## config.mk

```make
export PLATFORM = sky130hd
export DESIGN_NAME = mc_control_fsm_flat
export DESIGN_NICKNAME = d
export VERILOG_FILES = /design/src/rtl/mc_control_fsm_if.sv /design/src/rtl/mc_control_fsm.sv /design/src/flat_wrapper.sv
export SDC_FILE = /design/constraint.sdc
export NUM_CORES = 1
export LEC_CHECK = 0
export ABC_AREA = 1
export CORE_UTILIZATION = 43
export CTS_BUF_LIST = sky130_fd_sc_hd__clkbuf_8
export CTS_CLUSTER_SIZE = 14
export DETAILED_ROUTE_END_ITERATION = 12
export GPL_TIMING_DRIVEN = 0
export PLACE_DENSITY = 0.87
export SYNTH_ARGS = -nofsm -noshare
export SYNTH_HDL_FRONTEND = slang
export SYNTH_SLANG_ARGS = --single-unit
```

## constraint.sdc

```tcl
create_clock -name clk -period 1.3 [get_ports clk]
set_input_delay 0.195 -clock clk [delete_from_list [all_inputs] [get_ports clk]]
set_output_delay 0.195 -clock clk [all_outputs]
set_load 0.005 [all_outputs]
```

## src/rtl/mc_control_fsm_if.sv

```systemverilog
// Control bundle between the multicycle control FSM and the datapath.
interface mc_control_fsm_if #(
  parameter int unsigned RETIRE_W = 16
);
  logic [5:0]          opcode;
  logic                zero;
  logic                mem_ready;
  logic                pc_en;
  logic                iord;
  logic                mem_read;
  logic                mem_write;
  logic                ir_write;
  logic                reg_dst;
  logic                mem_to_reg;
  logic                reg_write;
  logic                alu_src_a;
  logic [1:0]          alu_src_b;
  logic [1:0]          alu_op;
  logic [1:0]          pc_src;
  logic [3:0]          state;
  logic                illegal;
  logic [RETIRE_W-1:0] retired;

  // Control FSM side
  modport master (
    input  opcode, zero, mem_ready,
    output pc_en, iord, mem_read, mem_write, ir_write, reg_dst, mem_to_reg,
           reg_write, alu_src_a, alu_src_b, alu_op, pc_src, state, illegal,
           retired
  );

  // Datapath side
  modport slave (
    output opcode, zero, mem_ready,
    input  pc_en, iord, mem_read, mem_write, ir_write, reg_dst, mem_to_reg,
           reg_write, alu_src_a, alu_src_b, alu_op, pc_src, state, illegal,
           retired
  );
endinterface

```

## src/rtl/mc_control_fsm.sv

```systemverilog
// Multicycle MIPS-style control FSM with illegal-opcode detection and a
// retired-instruction counter. Control outputs decode state/mem_ready/zero
// combinationally so the datapath sees them in the same cycle.
module mc_control_fsm #(
  parameter int unsigned RETIRE_W = 16
) (
  input  logic              clk,
  input  logic              reset,
  mc_control_fsm_if.master  bus
);

  typedef enum logic [3:0] {
    S_FETCH  = 4'd0,
    S_DECODE = 4'd1,
    S_MEMADR = 4'd2,
    S_MEMRD  = 4'd3,
    S_MEMWB  = 4'd4,
    S_MEMWR  = 4'd5,
    S_EXEC   = 4'd6,
    S_ALUWB  = 4'd7,
    S_BRANCH = 4'd8,
    S_ADDIEX = 4'd9,
    S_ADDIWB = 4'd10,
    S_JUMP   = 4'd11
  } state_e;

  localparam logic [5:0] OP_RTYPE = 6'b000000;
  localparam logic [5:0] OP_J     = 6'b000010;
  localparam logic [5:0] OP_BEQ   = 6'b000100;
  localparam logic [5:0] OP_ADDI  = 6'b001000;
  localparam logic [5:0] OP_LW    = 6'b100011;
  localparam logic [5:0] OP_SW    = 6'b101011;

  state_e              state_q, state_d;
  logic [RETIRE_W-1:0] retired_q, retired_d;
  logic                retire_inc;

  logic       pc_en, iord, mem_read, mem_write, ir_write;
  logic       reg_dst, mem_to_reg, reg_write, alu_src_a, illegal;
  logic [1:0] alu_src_b, alu_op, pc_src;

  // State and retired-count registers; reset abandons any instruction in flight
  always_ff @(posedge clk or negedge reset) begin
    if (!reset) begin
      state_q   <= S_FETCH;
      retired_q <= '0;
    end else begin
      state_q   <= state_d;
      retired_q <= retired_d;
    end
  end

  // Next-state and control decode
  always_comb begin
    state_d    = state_q;
    retire_inc = 1'b0;
    pc_en      = 1'b0;
    iord       = 1'b0;
    mem_read   = 1'b0;
    mem_write  = 1'b0;
    ir_write   = 1'b0;
    reg_dst    = 1'b0;
    mem_to_reg = 1'b0;
    reg_write  = 1'b0;
    alu_src_a  = 1'b0;
    alu_src_b  = 2'b00;
    alu_op     = 2'b00;
    pc_src     = 2'b00;
    illegal    = 1'b0;

    case (state_q)
      S_FETCH: begin
        mem_read  = 1'b1;
        alu_src_b = 2'b01;
        ir_write  = bus.mem_ready;
        pc_en     = bus.mem_ready;
        if (bus.mem_ready) state_d = S_DECODE;
      end
      S_DECODE: begin
        alu_src_b = 2'b11;
        case (bus.opcode)
          OP_LW, OP_SW: state_d = S_MEMADR;
          OP_RTYPE:     state_d = S_EXEC;
          OP_BEQ:       state_d = S_BRANCH;
          OP_ADDI:      state_d = S_ADDIEX;
          OP_J:         state_d = S_JUMP;
          default: begin
            illegal = 1'b1;
            state_d = S_FETCH;
          end
        endcase
      end
      S_MEMADR: begin
        alu_src_a = 1'b1;
        alu_src_b = 2'b10;
        state_d   = (bus.opcode == OP_SW) ? S_MEMWR : S_MEMRD;
      end
      S_MEMRD: begin
        iord     = 1'b1;
        mem_read = 1'b1;
        if (bus.mem_ready) state_d = S_MEMWB;
      end
      S_MEMWB: begin
        reg_write  = 1'b1;
        mem_to_reg = 1'b1;
        state_d    = S_FETCH;
        retire_inc = 1'b1;
      end
      S_MEMWR: begin
        iord      = 1'b1;
        mem_write = 1'b1;
        if (bus.mem_ready) begin
          state_d    = S_FETCH;
          retire_inc = 1'b1;
        end
      end
      S_EXEC: begin
        alu_src_a = 1'b1;
        alu_op    = 2'b10;
        state_d   = S_ALUWB;
      end
      S_ALUWB: begin
        reg_write  = 1'b1;
        reg_dst    = 1'b1;
        state_d    = S_FETCH;
        retire_inc = 1'b1;
      end
      S_BRANCH: begin
        alu_src_a  = 1'b1;
        alu_op     = 2'b01;
        pc_src     = 2'b01;
        pc_en      = bus.zero;
        state_d    = S_FETCH;
        retire_inc = 1'b1;
      end
      S_ADDIEX: begin
        alu_src_a = 1'b1;
        alu_src_b = 2'b10;
        state_d   = S_ADDIWB;
      end
      S_ADDIWB: begin
        reg_write  = 1'b1;
        state_d    = S_FETCH;
        retire_inc = 1'b1;
      end
      S_JUMP: begin
        pc_src     = 2'b10;
        pc_en      = 1'b1;
        state_d    = S_FETCH;
        retire_inc = 1'b1;
      end
      default: state_d = S_FETCH;
    endcase

    retired_d = retire_inc ? retired_q + RETIRE_W'(1) : retired_q;
  end

  // Drive the bundle
  assign bus.pc_en      = pc_en;
  assign bus.iord       = iord;
  assign bus.mem_read   = mem_read;
  assign bus.mem_write  = mem_write;
  assign bus.ir_write   = ir_write;
  assign bus.reg_dst    = reg_dst;
  assign bus.mem_to_reg = mem_to_reg;
  assign bus.reg_write  = reg_write;
  assign bus.alu_src_a  = alu_src_a;
  assign bus.alu_src_b  = alu_src_b;
  assign bus.alu_op     = alu_op;
  assign bus.pc_src     = pc_src;
  assign bus.state      = state_q;
  assign bus.illegal    = illegal;
  assign bus.retired    = retired_q;

endmodule

```

## src/flat_wrapper.sv

```systemverilog
// flat-port wrapper written by rule: the top's interface ports become plain ports
module mc_control_fsm_flat 
#(
  parameter int unsigned RETIRE_W = 16
)
  (clk, reset, bus_opcode, bus_zero, bus_mem_ready, bus_pc_en, bus_iord, bus_mem_read, bus_mem_write, bus_ir_write, bus_reg_dst, bus_mem_to_reg, bus_reg_write, bus_alu_src_a, bus_alu_src_b, bus_alu_op, bus_pc_src, bus_state, bus_illegal, bus_retired);
  mc_control_fsm_if #(.RETIRE_W(RETIRE_W)) bus_i ();
  input  logic clk;
  input  logic reset;
  input wire logic [$bits(bus_i.opcode)-1:0] bus_opcode;
  input wire logic [$bits(bus_i.zero)-1:0] bus_zero;
  input wire logic [$bits(bus_i.mem_ready)-1:0] bus_mem_ready;
  output wire logic [$bits(bus_i.pc_en)-1:0] bus_pc_en;
  output wire logic [$bits(bus_i.iord)-1:0] bus_iord;
  output wire logic [$bits(bus_i.mem_read)-1:0] bus_mem_read;
  output wire logic [$bits(bus_i.mem_write)-1:0] bus_mem_write;
  output wire logic [$bits(bus_i.ir_write)-1:0] bus_ir_write;
  output wire logic [$bits(bus_i.reg_dst)-1:0] bus_reg_dst;
  output wire logic [$bits(bus_i.mem_to_reg)-1:0] bus_mem_to_reg;
  output wire logic [$bits(bus_i.reg_write)-1:0] bus_reg_write;
  output wire logic [$bits(bus_i.alu_src_a)-1:0] bus_alu_src_a;
  output wire logic [$bits(bus_i.alu_src_b)-1:0] bus_alu_src_b;
  output wire logic [$bits(bus_i.alu_op)-1:0] bus_alu_op;
  output wire logic [$bits(bus_i.pc_src)-1:0] bus_pc_src;
  output wire logic [$bits(bus_i.state)-1:0] bus_state;
  output wire logic [$bits(bus_i.illegal)-1:0] bus_illegal;
  output wire logic [$bits(bus_i.retired)-1:0] bus_retired;
  assign bus_i.opcode = bus_opcode;
  assign bus_i.zero = bus_zero;
  assign bus_i.mem_ready = bus_mem_ready;
  assign bus_pc_en = bus_i.pc_en;
  assign bus_iord = bus_i.iord;
  assign bus_mem_read = bus_i.mem_read;
  assign bus_mem_write = bus_i.mem_write;
  assign bus_ir_write = bus_i.ir_write;
  assign bus_reg_dst = bus_i.reg_dst;
  assign bus_mem_to_reg = bus_i.mem_to_reg;
  assign bus_reg_write = bus_i.reg_write;
  assign bus_alu_src_a = bus_i.alu_src_a;
  assign bus_alu_src_b = bus_i.alu_src_b;
  assign bus_alu_op = bus_i.alu_op;
  assign bus_pc_src = bus_i.pc_src;
  assign bus_state = bus_i.state;
  assign bus_illegal = bus_i.illegal;
  assign bus_retired = bus_i.retired;
  mc_control_fsm #(.RETIRE_W(RETIRE_W)) u_core (.clk(clk), .reset(reset), .bus(bus_i));
endmodule
```

Word level (Yosys, flattened, before mapping)
Index checks and enable logic that the tools add are counted.
- input bits: 10
- word-level logic and storage cells: 55
- output and inout bits: 36
- bits in registers: 20
- reductions and logical operators: 11
- multiplexer cells: 22
- equality and inequality tests: 19
- add/subtract/negate cells: 1
- operators with widths (cell ; count):
    $pmux 4 s7 ; 1
    $pmux 4 s5 ; 1
    $add 16x1->16 const B ; 1
    $eq 4x3->1 const B ; 4
    $eq 4x4->1 const B ; 4
    $eq 6x6->1 const B ; 2
    $mux 4 ; 3
    $mux 1 ; 11
    $eq 4x2->1 const B ; 2
    $pmux 2 s2 ; 2
    $reduce_or 2->1 ; 4
    $eq 6x2->1 const B ; 1
    $eq 6x3->1 const B ; 1
    $eq 6x4->1 const B ; 1
    $logic_not 6->1 ; 1
    $ne 2x2->1 const B ; 3
    $pmux 2 s3 ; 1
    $reduce_or 6->1 ; 1
    $reduce_or 5->1 ; 1
    $eq 4x1->1 const B ; 1
    $logic_not 4->1 ; 1
    $reduce_or 4->1 ; 1
    $mux 3 ; 1
    $pmux 1 s3 ; 1
    3 further kinds ; 3

Depth between registers and ports, before layout
Gate-level depths: netlist (run 1).
- depth after elaboration: 4
- depth in mapped cells: 8
- mapped depth without buffers: 8

Worst setup path after synthesis (run 1)
No wires, ideal clock.
- kind: register to register
- start: reg u_core.retired_q[0] (netlist: u_core.bus.retired[0])
- end: reg u_core.retired_q[8] (netlist: u_core.bus.retired[8])
- path slack: -0.115 ns
- clock period less this slack: 1.415 ns
- path buffers: 0
- library setup time: 0.126 ns
- data required time: 1.174 ns
- data arrival time: 1.289 ns
- stages on the path, launching flop included: 8
- cell sequence: dfrtp_1 > ha_1 > inv_1 > nor2_1 > nand2_1 > xor2_1 > nand2_1 > o21ai_0
- cells in the longest elaborated chain, start to end: 1
- ends and longest elaborated chain (what ; line ; text):
    start: declaration ; mc_control_fsm.sv:35 ; logic [RETIRE_W-1:0] retired_q, retired_d;
    start signal: assignment ; mc_control_fsm.sv:49 ; retired_q <= retired_d;
    $add 16x1->16 ; mc_control_fsm.sv:155 ; retired_d = retire_inc ? retired_q + RETIRE_W'(1) : retired_q;
No other way between the ends.
A chain may end at the register's enable or synchronous reset.

Worst setup path after layout (run 1)
- start: reg u_core.state_q[1] (netlist: u_core.bus.state[1])
- end: out bus_alu_src_a
- cells in the longest elaborated chain, start to end: 3
- elaborated cells on any way between the ends: 6
- those cells by class: 4 x eq/ne; 1 x mux; 1 x reduce/logical
- ends and longest elaborated chain (what ; line ; text):
    start: declaration ; mc_control_fsm.sv:34 ; state_e state_q, state_d;
    start signal: assignment ; mc_control_fsm.sv:48 ; state_q <= state_d;
    $eq 4x4->1, or another cell as far along ; mc_control_fsm.sv:71 ; case (state_q)
    $reduce_or 4->1 (no source line) (*) ; -- ;
    $mux 1 (*) ; mc_control_fsm.sv:71 ;
    end: declaration ; flat_wrapper.sv:21 ; output wire logic [$bits(bus_i.alu_src_a)-1:0] bus_alu_src_a;
Mark *: on every way between the ends. The rest lies on a longest branch, timed or not.

==> results of run 1 <==
-- power groups by stage --
| stage | Sequential [mW] | Clock [mW] | Combinational (mW) |
|---|---|---|---|
| 2_1_floorplan | 0.867 | 0 | 0.782 |
| 3_3_place_gp | 0.890 | 0 | 1.49 |
| 3_5_place_dp | 0.891 | 0 | 1.50 |
| 4_1_cts | 0.898 | 0.486 | 2.02 |
| 5_1_grt | 0.923 | 0.526 | 2.71 |
| 6_report | 0.909 | 0.495 | 2.54 |
-- logic make-up after synthesis --
logic type,count (synthesis),synth area share (%)
DFF,20,34.2
adders and majority gates,1,0.855
xor gates and xnor gates,5,2.99
buffers and inverters,30,8.97
AOI/OAI and AO/OA,25,10.2
and+or+nand+nor,144,42.8
-- what timing repair did --
item,CTS,global route
gates resized for setup,134,38
setup endpoints to repair,54,40
buffers inserted,41,8
gates cloned,1,0
pin swaps,18,11
-- cells in the mapped netlist (all sizes together) (2+ instances only) --
master	count	area, um^2
nand2	81	317
nor2	37	146
inv	28	105
dfrtp	20	500
o21ai	18	90.1
nand3	12	72.6
nand4	10	62.6
xor2	4	35.0
nand3b	3	22.5
a21oi	2	10.0
buf	2	26.3
o211ai	2	15.0
-- worst paths after layout --
kind,start,endpoint,cells past startpoint
worst max-delay path,u_core.bus.state[1]$_DFFE_PN0P_,bus_alu_src_a,7
worst min-delay path,reset,u_core.bus.retired[10]$_DFFE_PN0P_,1
worst max register to register,u_core.bus.state[1]$_DFFE_PN0P_,u_core.bus.state[1]$_DFFE_PN0P_,11
worst min register to register,u_core.bus.retired[6]$_DFFE_PN0P_,u_core.bus.retired[6]$_DFFE_PN0P_,2
max in group asynchronous,reset,u_core.bus.retired[13]$_DFFE_PN0P_,1
min in group clk,u_core.bus.retired[6]$_DFFE_PN0P_,u_core.bus.retired[6]$_DFFE_PN0P_,2
-- final cells by class --
class	instances	area, um^2
multi-input combinational	176	1020
timing repair buffer	94	774
fill	222	598
sequential	20	508
inverter	28	108
clock buffer	4	55.1
tap	44	55.1
buffer	2	30.0
-- metal layers --
| layer | global-route usage [%] | vias to the layer above |
|---|---|---|
| met5 | 0 | - |
| met4 | 19.3 | 0 |
| met3 | 3.62 | 26 |
| met2 | 58.1 | 89 |
| met1 | 34.0 | 895 |
| li1 | - | 928 |
-- metrics by stage --
stage	power, mW	utilization [%]	std cells	setup TNS [ns]	cell area [um^2]
final	3.95	81.0	368	-10.08	2550
after global routing	4.16	81.0	368	-11.74	2550
after CTS	3.41	76.6	360	-8.27	2410
after detailed placement	2.39	62.7	314	-10.42	1980
after global placement	2.38	62.7	314	-9.70	1980
after floorplan	1.65	-	225	-0.00411	1470
-- registers in the layout (all words and copies together) (netlist names) --
name / count
u_core.bus.retired: 16
u_core.bus.state: 4
-- worst max-delay path: cells and delay by family (launching register included) --
| kind | cells | cell delay (ns) |
|---|---|---|
| flops | 1 | 0.47 |
| buf+inv | 3 | 0.24 |
| simple gates | 3 | 0.47 |
| compound gates | 1 | 0.06 |
==> summary.txt, run 1 <==
Status = complete, but fails checks
Failing checks = negative setup slack
Hold WS = 0.436 ns
Die X = 60.3 um
Yosys Warn Count = 0
Worst-Margin Slew = 0.904 ns
Synth unique cells = 24
Clk pin slew, worst setup/hold paths = 0.08 ns
Fin crit share = 132%
Total GRT Usage = 31.4%
DRC violations left = 0
Sequential area share after synthesis = 34.2%
Most common flop cell mapped by yosys = dfrtp_1
Slew Viols, Final = 0
Comb pwr share = 64.4%
Worst-path cell chain = inv_2 > nand2_4 > inv_2 > nand2_2 > o21ai_2 > or3_1 > buf_2
Most used cell along the critical path = inv_2
Met1 WL = 2.03 mm
DRT Pass-1 Iters = 4
Leakage = 1.30 nW
Worst Setup Start Kind = flop
Crit path time final = 1.71 ns
Synth Net Count = 236
Largest net degree at the start of global routing = 21
Async set-or-reset flop fraction in the synthesized netlist = 100%
Number of enable flip-flop cells after synthesis = 0
Post-route setup slack = -0.414 ns
Synth Instances = 225
Drt total wl = 5.31 mm
WL/cell = 14.4 um
Most frequent cells in the layout = 71 x nand2_1, 37 x buf_4, 19 x inv_1, 18 x nor2_1, 16 x dlygate4sd2_1
Yosys reg bits = 20
Power share of the sequential group = 23.0%
RD Place Congestion = 0.930
Crit path max fanout = 5
Setup CP Type = reg2out
Vias in the first global route = 1876
Initial DRC count = 122
Endpoint class of the critical path = primary output
IO Port Bufs = 45
Num ports = 46
Syn avg cell area = 6.51 um^2
Met2 wire len = 2.79 mm
Initial core utilization = 46.4%
Worst path max stage delay = 0.47 ns
Initial antenna violation count = 0
Reg2Reg Setup Slack = -0.34 ns
Pwr dens = 1550 nW/um^2
First-pass GRT wire length = 8.43 mm
Die height = 60.3 um
GRT overflow = 0
Clk pwr share = 12.6%
Commonest non-fill, non-tap cell in the layout = nand2_1
Max Cap Violations = 0
Hold Buf Count CTS = 0
Clock sink count = 20
Max VDD drop = 1060 uV
Crit path DAT = 1.52 ns
Final setup fails = 38
H-tree lvl count = 1
Net Sw Frac = 42.7%
RSZ-0062 raised after global routing = yes
CTS Buffer Depth = 2
Slew margin rel. = 39.5%
DP Worst Slack = -0.627 ns
Sw power = 1.68 mW
Crit path required time = 1.11 ns
Die Area = 3640 um^2
Final hold violation count = 0
Clk_skew = 0.00281 ns
Met3 WL = 262 um
Max frequency = 583 MHz
Via density = 5.27
Area growth, synth to finish = 74.5%
Post-synthesis cell area = 1460 um^2
CTS tree = yes
HPWL reported at the end of detailed placement = 2.82 mm
Remaining antenna violation count after routing = 0
Core area = 3150 um^2
Layout Nets = 336
Top Layer Used = met4
Core Rows = 20
Clk root buf = clkbuf_8
# diodes = 0
Total CTS buffers = 3
Worst-skew pair later-pin latency = 0.26 ns
Internal power = 2.26 mW
Crit path max-delay cell type = dfrtp_2
Total number of vias = 1938
Fraction of layout cells with a size suffix above 1 = 38.9%
Class of the worst hold path = in2async
Power figures use the tool's default switching activity.
==> inputs of run 2 (changes only) <==
SLEW_MARGIN = 20   (was unset)
==> results of run 2 <==
Same layout as run 1: the final DEF is identical, and so are final timing and power.
==> inputs of run 3 (changes only) <==
CORE_UTILIZATION = 42   (was 43)
CTS_BUF_LIST = unset   (was sky130_fd_sc_hd__clkbuf_8)
PLACE_DENSITY = 0.85   (was 0.87)
==> summary.txt, run 3 (synthesized netlist as in run 1, its figures left out) <==
Worst-skew pair later-pin latency = 0.30 ns (+0.04 ns)
Vias in the first global route = 1949 (+3.9%)
Reg2Reg Setup Slack = -0.53 ns (-0.19 ns)
Fill cells = 194 (-13%)
Clk root buf = clkbuf_4
Post-route setup slack = -0.559 ns (-0.145 ns)
Crit path DAT = 1.66 ns (+0.14 ns)
Met2 usage = 60.4% (+2.3 points)
Initial core utilization = 43.9% (-2.6 points)
Fin util = 83.5% (+2.5 points)
RD Place Congestion = 0.919 (-1.1%)
Total number of vias = 2180 (+12%)
Core Rows = 21 (+5.0%)
Crit path time final = 1.86 ns (+0.145 ns)
Clock sink count = 20 (unchanged)
Max VDD drop = 1260 uV (+19%)
Storage cell area = 507 um^2 (-0.25%)
Commonest non-fill, non-tap cell in the layout = nand2_1
TNS Setup = -13.28 ns (-3.20 ns)
Fraction of layout cells with a size suffix above 1 = 47.3% (+8.4 points)
Final setup fails = 39 (+2.6%)
RSZ-0062 raised after global routing = yes
Failing checks = negative setup slack
HPWL reported at the end of detailed placement = 2.73 mm (-3.2%)
Leakage = 1.48 nW (+13%)
Max Cap Violations = 0 (unchanged)
CTS tree = yes
Die height = 61.0 um (+1.2%)
Fin crit share = 143% (+11 points)
Area growth, synth to finish = 90.4%
Crit path required time = 1.11 ns (about the same)
Worst path max stage delay = 0.44 ns (-0.03 ns)
DRC violations left = 0 (unchanged)
Clk_skew = 0.00290 ns (+0.0000910 ns)
H-tree lvl count = 1 (unchanged)
Remaining antenna violation count after routing = 0 (unchanged)
Most frequent cells in the layout = 56 x nand2_1, 38 x buf_4, 28 x buf_6, 21 x nor2_1, 20 x inv_1
Core area = 3340 um^2 (+5.8%)
Clk pin slew, worst setup/hold paths = 0.13 ns (+0.05 ns)
Initial DRC count = 207 (+70%)
Hold WS = 0.396 ns (-0.0404 ns)
Layout Nets = 350 (+4.2%)
Largest net degree at the start of global routing = 21 (unchanged)
Max frequency = 538 MHz (-7.8%)
Class of the worst hold path = in2async
Final hold violation count = 0 (unchanged)
Worst-Margin Slew = 0.914 ns (+0.00988 ns)
Status = complete, but fails checks
Via density = 5.68 (+7.8%)
Crit path max-delay cell type = dfrtp_1
Pwr dens = 1630 nW/um^2 (+5.4%)
Num ports = 46 (unchanged)
Max FFs per register = 16 (unchanged)
IO Port Bufs = 45 (unchanged)
CTS Buffer Depth = 2 (unchanged)
Multi-input gate area = 1140 um^2 (+11%)
GRT overflow = 0 (unchanged)
Worst Setup Start Kind = flop
Total GRT Usage = 34.8% (+3.3 points)
Post-route cell area = 2790 um^2 (+9.1%)
Die Area = 3730 um^2 (+2.3%)
DRT Pass-1 Iters = 7 (+3)
WL/cell = 18.6 um (+29%)
Die X = 61.0 um (+1.2%)
Met1 Track Usage GR = 39.5% (+5.5 points)
DP Worst Slack = -0.610 ns (+0.0168 ns)
Busiest layer in global routing = met2
Crit path max fanout = 4 (-1)
Hold Buf Count CTS = 0 (unchanged)
Slew margin rel. = 38.9% (-0.66 points)
# diodes = 0 (unchanged)
M3 GR Usage = 6.09% (+2.5 points)
Worst-path cell chain = inv_2 > nand2_2 > nor2_4 > or3_1 > buf_2
CP bufs+invs = 2 (-1)
Endpoint class of the critical path = primary output
Initial antenna violation count = 0 (unchanged)
Setup CP Type = reg2out
Post-place instance area = 1980 um^2 (+0.13%)
Total CTS buffers = 3 (unchanged)
Slew Viols, Final = 0 (unchanged)
Drt total wl = 7.13 mm (+34%)
First-pass GRT wire length = 9.28 mm (+10%)
Largest delay contributor family on the critical path = simple AND/OR/NAND/NOR gates
==> run 3: cell count changes in the layout (fill, tap and decap cells not counted), sizes merged <==
cell and delta:
buf +16, clkdlybuf4s50 -1, dlymetal6s2s -1
==> run 3: worst paths after layout <==
| path | startpoint | end | depth (start not counted) |
|---|---|---|---|
| max | u_core.bus.state[3]$_DFFE_PN0P_ | bus_alu_src_a | 5 |
| min | reset | u_core.bus.retired[3]$_DFFE_PN0P_ | 1 |
| max reg2reg | u_core.bus.state[0]$_DFFE_PN0P_ | u_core.bus.retired[6]$_DFFE_PN0P_ | 11 |
| min reg2reg | u_core.bus.retired[1]$_DFFE_PN0P_ | u_core.bus.retired[1]$_DFFE_PN0P_ | 2 |
| max in group asynchronous | reset | u_core.bus.state[2]$_DFFE_PN0P_ | 1 |
| min in group clk | u_core.bus.retired[1]$_DFFE_PN0P_ | u_core.bus.retired[1]$_DFFE_PN0P_ | 2 |
==> run 3: layout make-up <==
class | instances | share of cell area (%)
Buffer | 1 | 0.539
Timing Repair Buffer | 109 | 33.4
Inverter | 28 | 4.13
Sequential cell | 20 | 18.2
Multi-Input combinational cell | 176 | 40.8
Tap cell | 46 | 2.06
Clock buffer | 4 | 0.943
==> run 3: report_power, final <==
group          total, mW  internal, mW  switching, mW
clock              0.325         0.119          0.206
combinational       3.32          1.64           1.68
sequential         0.901         0.730          0.172
==> run 3: layer usage <==
| layer | vias up | part of all wire [%] |
|---|---|---|
| li1 | 956 | - |
| met1 | 1018 | 35 |
| met2 | 150 | 51 |
| met3 | 56 | 5.7 |
| met4 | 0 | 8.3 |
| met5 | - | 0 |
==> run 3: worst register-to-register path: cells and delay by family, from the launching register on <==
family	cells	cell delay [ns]
compound gates	1	0.13
buf+inv	6	0.75
flops	1	0.52
simple gates	4	0.35
==> run 3: per-stage QoR <==
step | total power, mW | cells
floorplan | 1.65 | 225
global placement | 2.38 | 316
detailed placement | 2.39 | 316
CTS | 3.77 | 375
global route | 4.74 | 384
finish | 4.54 | 384
==> run 3: repair_timing <==
item	CTS	global route
resized for setup	168	63
hold endpoints to repair	0	0
gates cloned	3	0
endpoints found under the setup margin	54	41
pin swaps	31	26
setup buffers	52	18
